### config.mk
export PLATFORM = sky130hd
export DESIGN_NAME = instr_fetch_unit
export DESIGN_NICKNAME = d
export VERILOG_FILES = /design/src/rtl/instr_fetch_unit.sv
export SDC_FILE = /design/constraint.sdc
export NUM_CORES = 1
export LEC_CHECK = 0
export ABC_AREA = 1
export CAP_MARGIN = 0
export CELL_PAD_IN_SITES_DETAIL_PLACEMENT = 1
export CELL_PAD_IN_SITES_GLOBAL_PLACEMENT = 1
export CORE_MARGIN = 5
export CORE_UTILIZATION = 36
export CTS_CLUSTER_SIZE = 12
export DETAILED_ROUTE_END_ITERATION = 12
export GPL_TIMING_DRIVEN = 0
export PLACE_DENSITY_LB_ADDON = 0.1
export SLEW_MARGIN = 10
export SYNTH_ARGS = -nofsm -noshare
export SYNTH_HDL_FRONTEND = slang
export SYNTH_SLANG_ARGS = --single-unit
export TNS_END_PERCENT = 50
### constraint.sdc
create_clock -name clk -period 3.1 [get_ports clk]
set_input_delay 0.62 -clock clk [delete_from_list [all_inputs] [get_ports clk]]
set_output_delay 0.62 -clock clk [all_outputs]
set_load 0.02 [all_outputs]
### src/rtl/instr_fetch_unit.sv
// Instruction fetch stage: owns the PC, drives the instruction memory
// address and captures the returned word into the IF/ID register.
module instr_fetch_unit #(
    parameter logic [31:0] RESET_PC   = 32'h0000_0000,
    parameter int          IMEM_WORDS = 256,
    parameter logic [31:0] NOP_WORD   = 32'h0000_0000
) (
    input  logic        clk,
    input  logic        rst_n,
    output logic [31:0] imem_addr,
    input  logic [31:0] imem_instr,
    input  logic        stall,
    input  logic        redirect_valid,
    input  logic [31:0] redirect_target,
    output logic [31:0] if_instr,
    output logic [31:0] if_pc,
    output logic [31:0] if_pc_plus4,
    output logic        if_valid,
    output logic        fetch_fault,
    output logic        misalign_pulse,
    output logic [31:0] fetch_count
);

    localparam logic [32:0] PC_LIMIT = 33'(IMEM_WORDS) * 33'd4;

    typedef enum logic [2:0] {
        M_REDIR,
        M_FAULT,
        M_STALL,
        M_FETCH,
        M_OOR
    } mode_t;

    logic [31:0] pc;
    logic        in_range;
    mode_t       mode;

    assign imem_addr = pc;
    assign in_range  = ({1'b0, pc} < PC_LIMIT);

    // Redirect outranks everything, so a wrong-path word is killed
    // even while the pipeline is stalled or the fetch has faulted.
    always_comb begin
        mode = M_OOR;
        priority case (1'b1)
            redirect_valid: mode = M_REDIR;
            fetch_fault:    mode = M_FAULT;
            stall:          mode = M_STALL;
            in_range:       mode = M_FETCH;
            default:        mode = M_OOR;
        endcase
    end

    always_ff @(posedge clk or negedge rst_n) begin
        if (!rst_n) begin
            pc             <= RESET_PC;
            if_instr       <= NOP_WORD;
            if_pc          <= 32'd0;
            if_pc_plus4    <= 32'd0;
            if_valid       <= 1'b0;
            fetch_fault    <= 1'b0;
            misalign_pulse <= 1'b0;
            fetch_count    <= 32'd0;
        end else begin
            misalign_pulse <= 1'b0;
            unique case (mode)
                M_REDIR: begin
                    pc             <= {redirect_target[31:2], 2'b00};
                    if_instr       <= NOP_WORD;
                    if_valid       <= 1'b0;
                    fetch_fault    <= 1'b0;
                    misalign_pulse <= |redirect_target[1:0];
                end
                M_FAULT: begin
                    if_instr <= NOP_WORD;
                    if_valid <= 1'b0;
                end
                M_STALL: begin
                end
                M_FETCH: begin
                    if_instr    <= imem_instr;
                    if_pc       <= pc;
                    if_pc_plus4 <= pc + 32'd4;
                    if_valid    <= 1'b1;
                    pc          <= pc + 32'd4;
                    fetch_count <= fetch_count + 32'd1;
                end
                M_OOR: begin
                    fetch_fault <= 1'b1;
                    if_instr    <= NOP_WORD;
                    if_valid    <= 1'b0;
                end
                default: begin
                end
            endcase
        end
    end

endmodule

Word level (Yosys, flattened, before mapping). Cells that the tools add are included.

Flip-flop bits (word level): 163. Input port bits: 68. Output and inout bits: 163. Logic and storage cells: 29.

Add/subtract/negate cells: 2. Order comparisons: 1. Equal/unequal tests: 3. Muxes and demuxes: 9. Reduce and logical (&&, ||, !) cells: 6.

Operators by type and width (count): $pmux 32 s2 (2); $add 32x1->32 const B (1); $add 32x3->32 const B (1); $lt 32x11->1 const B (1); $mux 3 (4); $reduce_bool 2->1 (3); $pmux 1 s2 (2); $eq 3x1->1 const B (1); $eq 3x2->1 const B (1); $eq 3x3->1 const B (1); $logic_not 3->1 (1); $reduce_or 3->1 (1); $reduce_or 2->1 (1); $mux 1 (1).

Depth between registers and ports, before layout.
Word-level depth: 8. Depth in mapped cells: 11. Depth with buffers taken out: 11.

Least setup slack after synthesis. No wires, ideal clock.

Kind: reg-to-reg. From: register fetch_count[1]. To: register fetch_count[22]. Library setup time: 0.123 ns. Data arrival time: 1.540 ns. Required time: 2.977 ns. Setup slack: 1.437 ns. Cell stages (with the launch flop): 11. Path buffers: 0. Clock period less this slack: 1.663 ns. Cells stage by stage: dfrtp_1 -> ha_1 -> nand3_1 -> inv_1 -> nand2_1 -> inv_1 -> nand3_1 -> inv_1 -> nand3_1 -> o21ai_0 -> nand2_1.

Word-level cells in the longest chain between the ends: 1.

Ends and longest elaborated chain: from (decl) (line 21) `output logic [31:0] fetch_count`; from (signal assigned) (line 86) `fetch_count <= fetch_count + 32'd1;`; $add 32x1->32 (line 86).

Every way passes these cells. A chain may end at the register's enable or synchronous reset.

Worst setup path in the final report.
From: register pc[6] (netlist: imem_addr[6]). To: output port imem_addr[6].

RTL lines: from (decl) (line 34) `logic [31:0] pc;`; from (signal assigned) (line 68) `pc <= {redirect_target[31:2], 2'b00};`; from (signal assigned) (line 85) `pc <= pc + 32'd4;`; to (decl) (line 10) `output logic [31:0] imem_addr,`.

No word-level cell between the ends.

==> metrics.cfg <==
[synth]
ys_top_cells_by_area = dfrtp_1 (57%), nand2_1 (13%), inv_1 (6.9%)
ys_top_cells_by_count = nand2_1 (233), dfrtp_1 (157), inv_1 (128)
ys_async_sr_fraction = 1.00
ys_ff_latch = 157
synth.avg_cell_area_sq_um = 8.29
yosysWarnings = 0
ys.flop_type = dfrtp_1
synth_cell_types = 24
syn_area_sq_um = 6920
yosysTopAreaCellShare = 0.568
synth_edf_count = 0
syn_inst = 835
yosys.cell_count.top_type = nand2_1
yosysSeqAreaShare = 0.568
post-synth-top-area-cell = dfrtp_1

[cells_and_area]
final-seq-area_sq_um = 3930
final_layout_size_suffix_gt1_frac = 0.0611
instances_no_fill = 1357
finalInstanceArea_sq_um = 10100
nFillCells = 2210
synthToLayoutAreaGrowth_pct = 46.4
antenna_cells = 0
layout.nets = 1154
multi_input_area_sq_um = 2330

[route]
dr.pass1.iters = 4
detail_route.wl_per_cell_um = 16.7
vias = 6191
drc = 0
finalWirelength_um = 22700
antenna_left = 0
routed_via_density = 4.56
drt_iter0_markers = 175

[die]
io_pins = 231
die_width_um = 149
start_util = 0.368
die_h_um = 149
rows = 50
die-area_sq_um = 22100
core_area_sq_um = 18800

[setup_path]
critPathCaptureType = primary output
required_ns = 2.48
cp_max_fo = 6
cp-start-kind = flip-flop
arrival_ns = 1.61
path_cells = clkdlybuf4s50_1
worstReg2RegStart = imem_addr[10]
crit_path_start = imem_addr[6]
max_stage_delay_ns = 0.67
crit_family = buffers and inverters
path_buf_inv = 1
critical_path_class = flip-flop to primary output
slowest_stage = clkdlybuf4s50_1

[power]
comb_power_share = 0.082
internal_power_mw = 3.35
vdd_drop_max_uv = 381
p_leak_nw = 4.92
finalPower_mw = 4.59
pwr-share-clk = 0.455
swShare = 0.269
p_per_area_nw_per_um2 = 453
seqPwrFrac = 0.463
power.switching_mw = 1.24

[placed_design]
port_buffers = 224
place.gp.congestion = 0.835
place_inst = 1325
placed_cell_area_sq_um = 9540
post-place-ws_ns = 0.569
hpwl_um = 17000

[timing]
post-route-period-util = 0.718
worst_slack_ns = 0.874
grt_setup_unrepaired = no
slew-limit-headroom = 0.583
fmax_mhz = 449
tightest_slew_ns = 0.625
setup_violations = 0
final.min_clock_period_ns = 2.23
maxSlewViolCount = 0
finalHoldViolCount = 0
skew_ns = 0.0123
totalNegativeSetupSlack_ns = 0

[grt]
antenna_found_initial = 2
grt_max_degree = 85
grt_pass1_vias = 6742
grt_first_pass_wirelength_um = 36300
track_usage = 0.209
grt_overflow = 0

[clock_network]
cts_buffer_depth = 2
cts_resized = 0
cts_tree = built
htree_levels = 4
clk_pin_slew_worst_paths_ns = 0.07
post_cts_buffers = 0
clk-insertion-delay-late_ns = 0.43
cts.sinks = 157
ctsHoldBuffers = 0
cts_buffers = 17
root_buffer = clkbuf_16

[status]
status = finished, final reports clean

[job]
max-cap-violations = 0

[worst_hold_path]
hp-class = primary input to asynchronous set/reset pin

-- final cells by class --
class,count,area share
Sequential cell,157,0.388
Multi-Input combinational cell,517,0.230
Buffer,37,0.0198
Tap cell,260,0.0321
Inverter,129,0.0478
Timing Repair Buffer,225,0.224
Clock inverter,15,0.0168
Clock buffer,17,0.0420
-- worst paths after layout --
path,endpoint,slack (ns),cells after the start
min reg2reg,if_pc_plus4[24],0.47,2
max,imem_addr[6],0.87,1
min,fetch_count[4],0.15,1
max in group asynchronous,if_instr[3],2.12,2
min in group clk,if_pc_plus4[24],0.47,2
max reg2reg,fetch_count[13],1.13,11
-- power groups by stage --
stage               clock (mW)  combinational (mW)  sequential (mW)
floorplan                    0              0.0966             2.20
global placement             0               0.375             2.16
detailed placement           0               0.383             2.16
CTS                       2.15               0.386             2.12
global route              2.25               0.412             2.13
finish                    2.09               0.377             2.12
-- per-layer routing --
metal  global-route usage  up-vias  routed length, um
met3               0.0676       32               1290
li1                     -     3021                  -
met4               0.0624        4                478
met1                0.248     2991               9370
met2                0.363      143              11500
met5                    0        -                 21
-- placed cells by master, fill, tap and decap left out, types with 2 or more instances in the layout --
| cell type | Yosys | final |
|---|---|---|
| inv_6 | 0 | 4 |
| nand2_1 | 233 | 233 |
| clkinv_8 | 0 | 4 |
| inv_1 | 128 | 128 |
| or2_2 | 7 | 7 |
| nand3_1 | 25 | 25 |
| ha_1 | 2 | 2 |
| clkinv_4 | 0 | 2 |
| dfrtp_1 | 157 | 157 |
| clkbuf_16 | 0 | 17 |
| clkbuf_1 | 14 | 14 |
| clkdlybuf4s50_1 | 0 | 223 |
| nand3b_1 | 3 | 3 |
| buf_4 | 13 | 13 |
| xnor2_1 | 4 | 4 |
| xor2_1 | 23 | 23 |
| buf_2 | 10 | 10 |
| nand4_1 | 8 | 8 |
| nor2_1 | 101 | 101 |
| o21ai_0 | 84 | 84 |
| nor3_1 | 15 | 15 |
| conb_1 | 1 | 6 |
| inv_8 | 0 | 4 |
-- stage by stage --
step / util / hold WS (ns)
2_1_floorplan: - / 0.324
3_3_place_gp: 0.505 / 0.448
3_5_place_dp: 0.507 / 0.451
4_1_cts: 0.538 / 0.170
5_1_grt: 0.538 / 0.178
6_report: 0.538 / 0.147
-- state kept, by name, summed over array words and instances (netlist names) --
signal	cells
imem_addr	30
fetch_fault	1
if_pc	30
if_valid	1
fetch_count	32
misalign_pulse	1
if_pc_plus4	30
if_instr	32
-- cells by family (layout without fill, tap and decap cells) --
logic type | after synthesis | after routing | share of synthesized area
AO/OA/AOI/OAI | 88 | 88 | 0.0644
XOR/XNOR | 27 | 27 | 0.0342
adder cells (fa/ha/maj) | 2 | 2 | 0.00361
buffers and inverters | 166 | 423 | 0.0989
flip-flops | 157 | 157 | 0.568
other | 1 | 6 | 0.000542
AND/OR/NAND/NOR | 394 | 394 | 0.231
(Power assumes the default switching activity.)
